$ cat config.mk
export PLATFORM = sky130hd
export DESIGN_NAME = stream_demux
export DESIGN_NICKNAME = d
export VERILOG_FILES = /design/src/rtl/stream_demux.sv
export SDC_FILE = /design/constraint.sdc
export NUM_CORES = 1
export LEC_CHECK = 0
export ABC_AREA = 1
export CAP_MARGIN = 30
export CORE_MARGIN = 2
export CORE_UTILIZATION = 46
export CTS_CLUSTER_SIZE = 40
export DETAILED_ROUTE_END_ITERATION = 10
export GPL_ROUTABILITY_DRIVEN = 0
export PLACE_DENSITY = 0.83
export SLEW_MARGIN = 40
export SYNTH_ARGS = -nofsm -noshare
export SYNTH_HDL_FRONTEND = slang
export SYNTH_SLANG_ARGS = --single-unit
$ cat constraint.sdc
create_clock -name clk -period 2.9 [get_ports clk]
set_clock_uncertainty 0.15 [all_clocks]
set_input_delay 0.435 -clock clk [delete_from_list [all_inputs] [get_ports clk]]
set_output_delay 0.435 -clock clk [all_outputs]
set_load 0.01 [all_outputs]
$ cat src/rtl/stream_demux.sv
// Packet-locked 1-to-N stream router with a one-beat register per output; unknown ids are sunk.
// Define STREAM_DEMUX_DROP_CNT_EN to add the saturating dropped-packet counter on drop_cnt_o.
module stream_demux #(
   parameter int T_DATA_WIDTH = 8,
   parameter int T_QOS__WIDTH = 4,
   parameter int STREAM_COUNT = 4,
   parameter int T_ID___WIDTH = 3
) (
   input  logic                                      clk,
   input  logic                                      rst_n,
   input  logic [T_DATA_WIDTH-1:0]                   s_data_i,
   input  logic [T_QOS__WIDTH-1:0]                   s_qos_i,
   input  logic [T_ID___WIDTH-1:0]                   s_id_i,
   input  logic                                      s_last_i,
   input  logic                                      s_valid_i,
   output logic                                      s_ready_o,
   output logic [STREAM_COUNT-1:0][T_DATA_WIDTH-1:0] m_data_o,
   output logic [STREAM_COUNT-1:0][T_QOS__WIDTH-1:0] m_qos_o,
   output logic [STREAM_COUNT-1:0]                   m_last_o,
   output logic [STREAM_COUNT-1:0]                   m_valid_o,
   input  logic [STREAM_COUNT-1:0]                   m_ready_i
`ifdef STREAM_DEMUX_DROP_CNT_EN
   ,
   output logic [15:0]                               drop_cnt_o
`endif
);

   // state | meaning
   // IDLE  | between packets; the next beat picks its output from s_id_i
   // FWD   | inside a packet to a valid output; destination held in lock_id
   // DROP  | inside a packet with an unknown id; beats accepted and discarded
   typedef enum logic [1:0] {
      IDLE = 2'd0,
      FWD  = 2'd1,
      DROP = 2'd2
   } state_t;

   state_t                  state, state_nxt;
   logic [T_ID___WIDTH-1:0] lock_id, lock_id_nxt;
   logic [T_ID___WIDTH-1:0] sel;
   logic                    id_valid;
   logic                    sel_free;
   logic                    accept;
   logic                    fwd_beat;
   logic                    drop_last;
   logic [STREAM_COUNT-1:0] load;

   assign id_valid = int'(s_id_i) < STREAM_COUNT;
   assign sel      = (state == FWD) ? lock_id : s_id_i;

   // Selected output can take a beat if empty or draining this cycle.
   always_comb begin
      sel_free = 1'b0;
      for (int k = 0; k < STREAM_COUNT; k++) begin
         if (int'(sel) == k) begin
            sel_free = !m_valid_o[k] || m_ready_i[k];
         end
      end
   end

   always_comb begin
      s_ready_o = 1'b0;
      if (rst_n) begin
         case (state)
            DROP:    s_ready_o = 1'b1;
            FWD:     s_ready_o = sel_free;
            default: s_ready_o = id_valid ? sel_free : 1'b1;
         endcase
      end
   end

   assign accept    = s_valid_i && s_ready_o;
   assign fwd_beat  = accept && ((state == FWD) || ((state == IDLE) && id_valid));
   assign drop_last = accept && s_last_i &&
                      ((state == DROP) || ((state == IDLE) && !id_valid));

   always_comb begin
      load = '0;
      for (int k = 0; k < STREAM_COUNT; k++) begin
         load[k] = fwd_beat && (int'(sel) == k);
      end
   end

   always_comb begin
      state_nxt   = state;
      lock_id_nxt = lock_id;
      case (state)
         IDLE: begin
            if (accept && !s_last_i) begin
               lock_id_nxt = s_id_i;
               state_nxt   = id_valid ? FWD : DROP;
            end
         end
         FWD, DROP: begin
            if (accept && s_last_i) begin
               state_nxt = IDLE;
            end
         end
         default: state_nxt = IDLE;
      endcase
   end

   always_ff @(posedge clk) begin
      if (!rst_n) begin
         state   <= IDLE;
         lock_id <= '0;
      end else begin
         state   <= state_nxt;
         lock_id <= lock_id_nxt;
      end
   end

   // Load wins over drain, so a full output sustains one beat per cycle.
   always_ff @(posedge clk) begin
      if (!rst_n) begin
         m_valid_o <= '0;
         m_data_o  <= '0;
         m_qos_o   <= '0;
         m_last_o  <= '0;
      end else begin
         for (int k = 0; k < STREAM_COUNT; k++) begin
            if (load[k]) begin
               m_valid_o[k] <= 1'b1;
               m_data_o[k]  <= s_data_i;
               m_qos_o[k]   <= s_qos_i;
               m_last_o[k]  <= s_last_i;
            end else if (m_ready_i[k]) begin
               m_valid_o[k] <= 1'b0;
            end
         end
      end
   end

`ifdef STREAM_DEMUX_DROP_CNT_EN
   always_ff @(posedge clk) begin
      if (!rst_n) begin
         drop_cnt_o <= '0;
      end else if (drop_last && (drop_cnt_o != 16'hFFFF)) begin
         drop_cnt_o <= drop_cnt_o + 16'd1;
      end
   end
`else
   logic unused_drop;
   assign unused_drop = drop_last;
`endif

endmodule

==> results_dict.tcl, run 1 <==
set metrics [dict create \
    numCtsBuffers 9 \
    holdCritPathClass "reg2reg" \
    synthTopCellsByCount "nor2_1 (115), dfxtp_1 (61), o21ai_0 (41)" \
    rows 26 \
    finalNetCount 443 \
    viasPerCell 4.89 \
    yosysWarnings 0 \
    synth_nets 360 \
    drt-wirelength-per-cell_um 13.6 \
    syn_avg_cell_area_um2 7.50 \
    worst_pin_slew_ps 459 \
    firstDrtPassIters 5 \
    setup_tns_ps 0 \
    ctsHoldBuffers 0 \
    grt_usage 0.234 \
    yosysTopAreaCell "dfxtp_1" \
    p_leak_uw 0.00153 \
    synthArstFlopShare 0 \
    power.density_nw_per_um2 643 \
    max_slew_margin 0.691 \
    start_util 0.483 \
    dpl_cell_area_um2 3320 \
    slew_viol_final 0 \
    clk_latency_ps 330 \
    rsz0062_at_grt "no" \
    grt_pass1_wl_um 11000 \
    netlist_area_um2 2500 \
    synthTopCellsByArea "dfxtp_1 (49%), nor2_1 (17%), o21ai_0 (8.2%)" \
    n_fill_cell 414 \
    drt-total-wl_um 6680 \
    yosysMostFrequentCell "nor2_1" \
    synth_seq_area_share 0.489 \
    die_w_um 77.7 \
    dr.first_iter.drc_count 147 \
    arrival_ps 2060 \
    diodes 0 \
    criticalPathCategory "reg2out" \
    final_cell_area_um2 3550 \
    io_pins 80 \
    setup_violations 0 \
    synth_cell_types 21 \
    required_ps 2320 \
    hold_violations 0 \
    worstPathMaxFanout 4 \
    synth_seq_cells 61 \
    grt_max_degree 57 \
    synth_cells 333 \
    synthFlopType "dfxtp_1" \
    clock-root-buffer "clkbuf_8" \
    cts.clk_slew.worst_paths_ps 60 \
    area_growth_pct 41.9 \
    maxCapViolCount 0 \
    synth_edf_count 0 \
    antenna_found_initial 0 \
    dp_hpwl_um 4760 \
    grt_pass1_vias 2346 \
    clockBufferDepth 2 \
    cts_tree "done" \
    end_kind "output port" \
    finalCritPeriodShare 0.911 \
    layout-drive-gt1-share 0.102 \
    portBuffers 79 \
    fmax_mhz 379 \
    period_needed_ps 2640 \
    drtAntennaViolNets 0 \
    die_area_um2 6040 \
    vias 2403 \
    cp-start-kind "flop" \
    die_h_um 77.7 \
    drc 0 \
    h-tree-depth 3 \
    grt_overflow 0 \
    cts.sinks 61 \
    peakVddDrop_mv 0.430 \
    core_um2 5170 \
    status "complete, no violations" \
    synth_top_area_frac 0.489 \
]
==> worst paths after layout <==
check	start	end	slack, ps	cells past startpoint
max	state[1]	s_ready_o	260	10
min reg2reg	state[1]	state[1]	340	2
min	state[1]	state[1]	340	2
max reg2reg	state[1]	m_data_o[24]	470	14
==> cells in the final DEF, fill, tap and decap left out, drive strengths merged <==
cell type      Yosys  layout
dlygate4sd2        0       1
o21ai             56      56
nor2             120     120
bufinv             0       1
ha                 4       4
clkinv             0       3
nand4              3       3
clkdlybuf4s50      0      78
clkbuf             5      12
inv               27      27
dfxtp             61      61
nand2             34      34
a21oi              8       8
nand3              6       6
buf                9       7
==> critical path: stages (launching register included) <==
cell and delay (ps):
dfxtp_1 350, inv_1 100, ha_1 220, inv_1 100, nand2_1 70, nand2_2 100
nand4_1 120, nand3_1 120, nand2_1 100, a21oi_4 160, dlygate4sd2_1 280
==> area by class of cell <==
class / count / area, µm² / area share
clock buffer: 12 / 165 / 0.0466
clock inverter: 4 / 45.0 / 0.0127
inverter: 27 / 101 / 0.0286
multi-input combinational: 231 / 1080 / 0.306
sequential: 61 / 1220 / 0.344
tap: 70 / 87.6 / 0.0247
timing repair buffer: 86 / 842 / 0.237
==> repair_timing <==
item | 4_1_cts | 5_1_grt
buffers inserted | 0 | 0
setup endpoints to repair | 1 | 0
gates resized for setup | 3 | 0
==> flip-flops by register name (all words and copies together), names as in the netlist <==
signal,flops
m_last_o,4
state,2
m_data_o,32
m_qos_o,16
m_valid_o,4
lock_id,3
==> logic make-up (layout without fill, tap and decap cells) <==
family	Yosys count	after routing	share of synthesized area
compound gates	64	64	0.133
fa+ha+maj	4	4	0.0200
buf+inv	41	129	0.0826
flops	61	61	0.489
simple gates	163	163	0.276
==> metrics by stage <==
stage | utilization | total power, µW | setup WS (ps) | hold WS, ps | instances
finish | 0.686 | 2280 | 259 | 338 | 491
global route | 0.686 | 2400 | 126 | 356 | 491
CTS | 0.686 | 2290 | 264 | 338 | 491
detailed placement | 0.643 | 1510 | 82.0 | 329 | 475
global placement | 0.643 | 1490 | 118 | 319 | 475
floorplan | - | 1300 | 659 | 303 | 333
==> routing by layer <==
| layer | vias to the layer above | track usage | wire [µm] |
|---|---|---|---|
| li1 | 1207 | - | - |
| met1 | 1097 | 0.275 | 2780 |
| met2 | 91 | 0.382 | 3200 |
| met3 | 8 | 0.0814 | 622 |
| met4 | 0 | 0.107 | 76 |
| met5 | - | 0 | 0 |
==> power breakdown <==
part	total, µW	internal [µW]	leakage [µW]	switching [µW]
Clock	779	463	0.000112	316
Sequential	922	889	0.000492	32.5
Combinational	578	233	0.000927	346
Power figures use the tool's default switching activity.
==> inputs of run 2 (changes only) <==
--- a/config.mk
+++ b/config.mk
@@ -12,6 +12,7 @@
 export CTS_CLUSTER_SIZE = 40
 export DETAILED_ROUTE_END_ITERATION = 10
 export GPL_ROUTABILITY_DRIVEN = 0
+export GPL_TIMING_DRIVEN = 1
 export PLACE_DENSITY = 0.83
 export SLEW_MARGIN = 40
 export SYNTH_ARGS = -nofsm -noshare
==> results of run 2 <==
Same layout as run 1: the final DEF is identical, and so are final timing and power.
==> inputs of run 3 (changes only) <==
--- a/config.mk
+++ b/config.mk
@@ -14,6 +14,7 @@
 export GPL_ROUTABILITY_DRIVEN = 0
 export GPL_TIMING_DRIVEN = 1
 export PLACE_DENSITY = 0.83
+export RECOVER_POWER = 50
 export SLEW_MARGIN = 40
 export SYNTH_ARGS = -nofsm -noshare
 export SYNTH_HDL_FRONTEND = slang
==> run 3 against run 2 <==
Against the previous run: sequential cell count is the same; global-route usage is the same; sequential power about the same; utilization is essentially flat; clock power barely moved; wire length shrank 0.31%; non-clock buffer count stayed put; first-iteration DRC count decreased by 2.7%; power shrank 0.71%; critical endpoint unchanged; register-to-register slack got worse by 40 ps; clock-buffer cell count stayed put; critical path depth unchanged.
==> results_dict.tcl, run 3 (synthesis results as in run 1) <==
set metrics [dict create \
    criticalPathCategory "reg2out" \
    top_register "m_data_o" \
    start_util 0.483 \
    crit_path_frequent_cell "nand2_1" \
    slew_viol_final 0 \
    cp_cell_sequence "inv_1, ha_1, inv_1, nand2_1, nand2_1, nand4_1, nand3_1, nand2_1, a21oi_4, dlygate4sd2_1" \
    hold-worst-slack_ps 338 \
    worst_pin_slew_ps 459 \
    worstHoldStart "state[1]" \
    firstDrtPassIters 4 \
    status "complete, no violations" \
    p_leak_uw 0.00173 \
    required_ps 2320 \
    drt-total-wl_um 6660 \
    n_fill_cell 415 \
    numCtsBuffers 9 \
    die_h_um 77.7 \
    grt_overflow 0 \
    setup_tns_ps 0 \
    drc 0 \
    layout-drive-gt1-share 0.0998 \
    diodes 0 \
    dp_worst_setup_slack_ps 82.0 \
    finalCritPeriodShare 0.927 \
    grt_usage 0.234 \
    critical_path.max_stage_delay_ps 350 \
    critPathTopFamily "simple AND/OR/NAND/NOR gates" \
    antenna_found_initial 0 \
    io_pins 80 \
    cts_resized 3 \
    end_kind "output port" \
    final_cell_area_um2 3540 \
    final_common_cell "nor2_1" \
    r2r-end "m_data_o[31]" \
    cp-start-kind "flop" \
    cts.sinks 61 \
    vias 2409 \
    die_area_um2 6040 \
    cp_num_buf_inv 3 \
    dp_hpwl_um 4760 \
    r2r_start "state[1]" \
    core_um2 5170 \
    top_regs "m_data_o x32, m_qos_o x16" \
    period_needed_ps 2690 \
    worstPathMaxFanout 4 \
    drt-wirelength-per-cell_um 13.6 \
    rows 26 \
    cts_tree "done" \
    maxCapViolCount 0 \
    cts.clk_slew.worst_paths_ps 60 \
    drtAntennaViolNets 0 \
    clk_latency_ps 330 \
    reg2regPathDepth 14 \
    cts_setup_buffers 0 \
    peakVddDrop_mv 0.428 \
    die_w_um 77.7 \
    largest_reg_flops 32 \
    grt_pass1_vias 2346 \
    arrival_ps 2100 \
    portBuffers 79 \
    hold_violations 0 \
    timing.final.ws_setup_ps 212 \
    mostFrequentLayoutCells "nor2_1 (115), dfxtp_1 (61), dlygate4sd3_1 (56), o21ai_0 (41), nand2_1 (32)" \
    max_slew_margin 0.691 \
    dpl_cell_area_um2 3320 \
    viasPerCell 4.91 \
    area_growth_pct 41.8 \
    totalPowerFinal_uw 2260 \
    power.density_nw_per_um2 639 \
    reg2reg_slack_ps 430 \
    rsz0062_at_grt "no" \
    holdCritPathClass "reg2reg" \
    clockBufferDepth 2 \
    whs_endpoint "state[1]" \
    clock-root-buffer "clkbuf_8" \
    fmax_mhz 372 \
    setup_violations 0 \
    finalNetCount 443 \
    dr.first_iter.drc_count 143 \
    grt_pass1_wl_um 11000 \
    grt_max_degree 57 \
    h-tree-depth 3 \
    ctsHoldBuffers 0 \
    cpMaxStageDelayCell "dfxtp_1" \
    whs_path_depth 2 \
]
-- run 3: changes by cell type in the layout (fill, tap and decap cells not counted), sizes merged --
cell           before  now
dlygate4sd3         0   56
clkdlybuf4s50      78   22
-- run 3: cell type report --
cell class	instances	area (µm²)	share of cell area
well taps	70	87.6	0.0247
clock buffers	12	165	0.0466
flip-flops and latches	61	1220	0.345
inverters	27	101	0.0286
repair buffers	86	842	0.238
multi-input cells	231	1080	0.305
clock inverters	4	45.0	0.0127
-- run 3: tightest hold or removal path, delay by kind of cell (launching register included) --
kind	cells	cell delay, ps
flops	1	330
compound gates	1	50
simple gates	1	70
-- run 3: power by group --
part,switching (µW),internal [µW],total (µW)
Clock,318,463,781
Combinational,343,219,562
Sequential,30.8,889,920
Total,692,1570,2260
-- run 3: through the flow --
| stage | util | std cells |
|---|---|---|
| floorplan | - | 333 |
| global placement | 0.643 | 475 |
| detailed placement | 0.643 | 475 |
| CTS | 0.686 | 491 |
| global route | 0.685 | 491 |
| finish | 0.685 | 491 |
-- run 3: layer usage --
layer / up-vias / part of all wire / wire [µm] / track usage
met5: - / 0 / 0 / 0
met4: 0 / 0.018 / 120 / 0.107
met3: 12 / 0.094 / 624 / 0.0814
met2: 91 / 0.48 / 3180 / 0.382
met1: 1098 / 0.41 / 2730 / 0.275
li1: 1208 / - / - / -
-- run 3: worst max path at each step --
stage / cells after the start / to / start / slack (ps)
CTS: 11 / s_ready_o / state[1] / 260
detailed placement: 10 / s_ready_o / s_id_i[2] / 80
global placement: 10 / s_ready_o / s_id_i[2] / 120
floorplan: 17 / m_data_o[19] / state[1] / 660
global route: 10 / s_ready_o / state[1] / 80
finish: 10 / s_ready_o / state[1] / 210
